==> src/rtl/inst_rom_loader.sv <==
// Instruction ROM loader: streams a program into on-chip memory, then
// serves combinational fetches to the CPU while holding it in reset until loaded.
module inst_rom_loader #(
  parameter int DEPTH_LOG2 = 6
) (
  input  logic                  clk,
  input  logic                  rst,
  input  logic                  ld_valid_i,
  input  logic [31:0]           ld_data_i,
  input  logic                  ld_last_i,
  output logic                  ld_ready_o,
  input  logic                  reload_i,
  input  logic                  rom_ce_i,
  input  logic [31:0]           rom_addr_i,
  output logic [31:0]           rom_data_o,
  output logic                  cpu_rst_o,
  output logic [DEPTH_LOG2:0]   loaded_words_o,
  output logic                  err_o
);

  localparam int DEPTH = 1 << DEPTH_LOG2;
  localparam logic [DEPTH_LOG2:0] LAST_PTR = (DEPTH_LOG2 + 1)'(DEPTH - 1);

  typedef enum logic [1:0] {
    LOAD,
    RUN,
    ERR
  } state_t;

  state_t                  state;
  logic [DEPTH_LOG2:0]     wptr;
  logic [31:0]             mem [DEPTH];
  logic                    we;
  logic [DEPTH_LOG2-1:0]   ridx;
  logic                    hit;
  logic                    addr_unused;

  // Handshake flags are flops so the CPU never sees a path from inputs.
  always_ff @(posedge clk or posedge rst) begin
    if (rst) begin
      state      <= LOAD;
      wptr       <= '0;
      ld_ready_o <= 1'b1;
      cpu_rst_o  <= 1'b1;
      err_o      <= 1'b0;
    end else begin
      unique case (state)
        LOAD: begin
          if (ld_valid_i) begin
            wptr <= wptr + 1'b1;
            if (ld_last_i) begin
              state      <= RUN;
              ld_ready_o <= 1'b0;
              cpu_rst_o  <= 1'b0;
            end else if (wptr == LAST_PTR) begin
              state      <= ERR;
              ld_ready_o <= 1'b0;
              err_o      <= 1'b1;
            end
          end
        end
        RUN: begin
          if (reload_i) begin
            state      <= LOAD;
            wptr       <= '0;
            ld_ready_o <= 1'b1;
            cpu_rst_o  <= 1'b1;
          end
        end
        ERR: begin
          state <= ERR;
        end
        default: begin
          state      <= ERR;
          ld_ready_o <= 1'b0;
          cpu_rst_o  <= 1'b1;
          err_o      <= 1'b1;
        end
      endcase
    end
  end

  assign we = ld_valid_i & ld_ready_o & ~rst;

  // Program storage is deliberately not reset.
  always_ff @(posedge clk) begin
    if (we) begin
      mem[wptr[DEPTH_LOG2-1:0]] <= ld_data_i;
    end
  end

  assign ridx = rom_addr_i[DEPTH_LOG2+1:2];
  assign hit  = (state == RUN) & rom_ce_i & ({1'b0, ridx} < wptr);

  assign rom_data_o     = hit ? mem[ridx] : 32'h0;
  assign loaded_words_o = wptr;

  assign addr_unused = ^{rom_addr_i[31:DEPTH_LOG2+2], rom_addr_i[1:0]};

endmodule

==> config.mk <==
export PLATFORM = sky130hd
export DESIGN_NAME = inst_rom_loader
export DESIGN_NICKNAME = d
export VERILOG_FILES = /design/src/rtl/inst_rom_loader.sv
export SDC_FILE = /design/constraint.sdc
export NUM_CORES = 2
export LEC_CHECK = 0
export CAP_MARGIN = 0
export CORE_AREA = 2 2 351 492
export DETAILED_ROUTE_END_ITERATION = 8
export DIE_AREA = 0 0 353 494
export PLACE_DENSITY = 0.65
export SETUP_SLACK_MARGIN = 0.3
export SYNTH_ARGS = -nofsm -noshare
export SYNTH_HDL_FRONTEND = slang
export SYNTH_SLANG_ARGS = --single-unit
export TNS_END_PERCENT = 20
==> constraint.sdc <==
create_clock -name clk -period 10 [get_ports clk]
set_clock_uncertainty 0.2 [all_clocks]
set_input_delay 1 -clock clk [delete_from_list [all_inputs] [get_ports clk]]
set_output_delay 1 -clock clk [all_outputs]
set_load 0.03 [all_outputs]
After elaboration in Yosys (flattened, before gate mapping) --
Memory sizes are Yosys's and may differ from the RTL's. Cells that the tools add are included.
Storage, ports and cells: flip-flop bits (word level) 12, bits in writable memories 2048, output and inout bits 42, logic and storage cells 55, memories 1
Memories:
- mem | words 64, bits a word 32, rd ports 1, clocked after Yosys merged registers in 0, wr ports 1, RTL line 32 | logic [31:0] mem [DEPTH];
Cells by class: $add $sub $neg 1, magnitude comparators 1, equality and inequality tests 9, muxes and demuxes 23, bitwise gates (word level) 7, reduce and logical (&&, ||, !) cells 8
Operators with widths (count):
- $mux W32 | 1
- $mux W7 | 2
- $pmux W7 S2 | 1
- $reduce_and A4 Y1 | 3
- $mux W1 | 11
- $ne A2 B2 Y1 const B | 5
- $mux W2 | 4
- $add A7 B1 Y7 const B | 1
- $eq A7 B6 Y1 const B | 1
- $lt A6 B7 Y1 | 1
- $pmux W1 S3 | 2
- $reduce_and A3 Y1 | 2
- $and A1 B1 Y1 | 4
- $pmux W2 S2 | 1
- $ne A3 B3 Y1 const B | 1
- $not A1 Y1 | 3
- $eq A2 B1 Y1 const B | 1
- $eq A2 B2 Y1 const B | 1
- $logic_not A2 Y1 | 1
- $pmux W1 S2 | 1
- $reduce_bool A2 Y1 | 1
- $reduce_or A2 Y1 | 1

Logic depth before layout (Yosys ltp) --
depth after elaboration 5, gate-level depth with buffers 11, depth with buffers taken out 8

Least setup slack after synthesis --
Ideal clock, no wire load.
kind input to output, start input rom_addr_i[3], end output rom_data_o[21], data arrival time 3.243 ns, required time 8.800 ns, slack 5.557 ns, stages 9, cell sequence buf_4 > buf_4 > clkbuf_1 > and2_1 > a221oi_1 > o21ai_1 > a21oi_1 > nor2_1 > nor4_1
On the way: longest elaborated chain between the ends 3
Ends and longest elaborated chain:
- start, declared | RTL line 14 | input logic [31:0] rom_addr_i,
- parallel branches: the longest is 2 deep, another holds $mem_v2 Z64 W32
- $mux W32 (*) | RTL line 95 | assign rom_data_o = hit ? mem[ridx] : 32'h0;
- end, declared | RTL line 15 | output logic [31:0] rom_data_o,
Mark *: on every way between the ends.

Worst setup path after layout --
start input rom_addr_i[2], end output rom_data_o[26]
The elaborated chain is that of the path after synthesis.

==> results.txt <==
Leading post-synthesis cells by instance count -> 2048 x sky130_fd_sc_hd__edfxtp_1, 517 x sky130_fd_sc_hd__mux4_2, 123 x sky130_fd_sc_hd__mux2i_1
Max Used Layer -> met5
Netlist cell types -> 61
Worst Path Arrival -> 5390 ps
Share of flip-flops with an asynchronous set or reset after synthesis -> 0.00583
Max Root-Sink Buffers -> 3
Clock tree from TritonCTS -> done
Worst Setup Slack, final -> 3410 ps
Setup repair after global routing missed its margin -> false
First DRT Iteration DRCs -> 4990
Leak Pwr -> 27.5 nW
# fillers -> 13100
Count of pins over their slew limit -> 0
Number of max-capacitance violations reported -> 0
Portion of synthesized cell area occupied by the leading cell type -> 0.774
Floorplan die height -> 494 um
Highest net fanout along the worst path -> 54
Worst-path clk slew -> 70 ps
Clock sinks -> 2060
Post-route DRC -> 0
Number of CTS-inserted buffers -> 180
Finish-stage setup viols -> 0
Post-synthesis average cell area -> 22.7 um^2
Die extent in x -> 353 um
Share of layout cells above drive strength 1 -> 0.264
Detail Route met3 WL -> 16900 um
Routed WL -> 205000 um
Final Hold Vio Count -> 0
Met1 Wirelength -> 76900 um
Required time at the endpoint of the critical path -> 8800 ps
Hpwl dp -> 108000 um
Count of nets left with antenna violations after detail routing -> 0
Hold buffer count at CTS -> 0
Post-synthesis cell area -> 79400 um^2
Run status -> completed
Post-synthesis sequential element count -> 2060
Routed length per placed instance -> 33.6 um
Synthesized instance count -> 3503
Most frequent cell after synthesis -> sky130_fd_sc_hd__edfxtp_1
Area added between synthesis and finish -> 12.1%
Largest net degree at the start of global routing -> 99
Dominant synthesized flop cell -> sky130_fd_sc_hd__edfxtp_1
Seq/Total Area, Yosys -> 0.778
Buffers on Ports -> 85
Total congestion overflow -> 0
Global placer's final weighted congestion -> 0.780
Setup bufs post-CTS -> 0
Synth warn -> 0
Top cells by area in the synthesized netlist -> sky130_fd_sc_hd__edfxtp_1 77%, sky130_fd_sc_hd__mux4_2 15%, sky130_fd_sc_hd__mux2i_1 1.6%
Initial core utilization -> 0.468
Max frequency -> 152 MHz
Final #Nets -> 3783
Setup WS pre-CTS -> 3390 ps
Net count after synthesis -> 3582
Worst setup path class -> primary input to primary output
Worst hold margin -> 288 ps
Kind of end point of the critical path -> primary output
Number of top-level design ports -> 112
Initial antenna violation count -> 12
Vias in the first global route -> 38600
Via count -> 38200
Total length of routed met2 wires -> 104000 um
Slew at the pin closest to its max-slew limit -> 1290 ps
Part of the cycle the worst path needs -> 0.659
Worst slew margin relative to its limit -> 0.142
Highest ir drop seen on vdd -> 140 uV
Number of instances resized during post-cts repair -> 0
Biggest area consumer among synthesized cells -> sky130_fd_sc_hd__edfxtp_1
Number of standard-cell rows in the floorplan -> 179
All-layer global routing usage -> 0.236
Power density of the placed cells -> 193 nW/um^2
First-pass DRT Iterations -> 7
Wire length of the first global-routing pass -> 289000 um
CTS H-Tree Depth -> 4
Latest clock arrival within the worst-skew pair -> 810 ps
Root buffer cell -> sky130_fd_sc_hd__clkbuf_16
Number of enable flip-flop cells after synthesis -> 2048
Die footprint -> 174000 um^2
Worst hold path class -> flop to flop
Startpoint kind of the worst setup timing path -> primary input
Crit path time final -> 6590 ps
Average vias per placed instance -> 6.24
Core Area -> 170000 um^2
Fin Setup TNS -> 0 ps
[power breakdown]
part / leakage (nW) / internal (mW) / switching (mW)
clock: 2.88 / 3.89 / 3.05
combinational: 6.13 / 0.272 / 0.477
sequential: 18.5 / 9.49 / 0.00136
total: 27.5 / 13.6 / 3.53
[layout by cell type, fill, tap and decap left out, types with 13 or more instances in the layout]
cell type,synthesis,routed
sky130_fd_sc_hd__buf_2,55,34
sky130_fd_sc_hd__inv_1,14,13
sky130_fd_sc_hd__nor2_1,104,40
sky130_fd_sc_hd__mux2i_1,123,123
sky130_fd_sc_hd__a22oi_1,42,42
sky130_fd_sc_hd__buf_4,34,116
sky130_fd_sc_hd__nor2_4,0,64
sky130_fd_sc_hd__nand2_1,89,87
sky130_fd_sc_hd__clkbuf_1,62,30
sky130_fd_sc_hd__bufinv_16,0,20
sky130_fd_sc_hd__o221ai_1,16,16
sky130_fd_sc_hd__clkinv_1,2,46
sky130_fd_sc_hd__edfxtp_1,2048,2048
sky130_fd_sc_hd__nand3_1,46,46
sky130_fd_sc_hd__o22ai_1,26,26
sky130_fd_sc_hd__a21oi_1,47,47
sky130_fd_sc_hd__clkdlybuf4s50_1,0,47
sky130_fd_sc_hd__nor2b_1,16,16
sky130_fd_sc_hd__mux4_2,517,517
sky130_fd_sc_hd__nor3_1,39,39
sky130_fd_sc_hd__clkinv_2,0,39
sky130_fd_sc_hd__o21ai_0,26,26
sky130_fd_sc_hd__clkbuf_16,0,184
sky130_fd_sc_hd__a31oi_1,16,16
sky130_fd_sc_hd__a211oi_1,14,14
[sequential cells by signal (all words and copies together) (netlist names)]
| signal | cells |
|---|---|
| loaded_words_o | 7 |
| err_o | 1 |
| mem | 2048 |
| ld_ready_o | 1 |
| cpu_rst_o | 1 |
| state | 2 |
[area by class of cell]
| type | instances | area, um^2 | share of cell area |
|---|---|---|---|
| clock inverters | 117 | 1110 | 0.0125 |
| multi-input cells | 1240 | 16800 | 0.189 |
| clock buffers | 214 | 4720 | 0.0530 |
| diodes | 6 | 15.0 | 0.000169 |
| flip-flops and latches | 2060 | 61800 | 0.694 |
| repair buffers | 206 | 1680 | 0.0188 |
| inverters | 16 | 62.6 | 0.000702 |
| well taps | 2262 | 2830 | 0.0318 |
[critical path, cell delays in order]
cell and delay, ps:
sky130_fd_sc_hd__buf_8 470, sky130_fd_sc_hd__buf_4 920, sky130_fd_sc_hd__mux4_2 620, sky130_fd_sc_hd__mux4_2 510, sky130_fd_sc_hd__o22ai_1 670, sky130_fd_sc_hd__nor3_1 380
sky130_fd_sc_hd__clkdlybuf4s50_1 700
[through the flow]
stage	total power, mW	instance area (um^2)	util	std cells
3_3_place_gp	10.4	83200	0.490	5784
4_1_cts	17.3	89000	0.524	6115
3_5_place_dp	10.4	83200	0.490	5784
6_report	17.2	89100	0.525	6121
5_1_grt	17.6	89000	0.525	6117
2_1_floorplan	10.1	79400	-	3503
[kinds of logic after synthesis]
logic type                 after synthesis  share of synthesized area
adders and majority gates                9                    0.00142
and+or+nand+nor                        332                     0.0189
muxes                                  651                      0.164
buffers and inverters                  203                     0.0161
AOI/OAI and AO/OA                      245                     0.0209
xor gates and xnor gates                 3                   0.000331
DFF                                   2060                      0.778
[final timing paths]
path	cells past startpoint	slack (ps)	endpoint	from
max reg2reg	5	6180	mem[22][26]	ld_ready_o
max	7	3410	rom_data_o[26]	rom_addr_i[2]
min reg2reg	1	290	err_o	err_o
min in group asynchronous	2	390	state[0]	rst
max in group asynchronous	2	8860	ld_ready_o	rst
min	1	290	err_o	err_o
[layer usage]
metal,up-vias,global-route usage
li1,15300,-
met1,20800,0.314
met2,1770,0.399
met3,323,0.0382
met4,4,0.0809
met5,-,0
No activity file was read; power rests on OpenSTA's default activity.
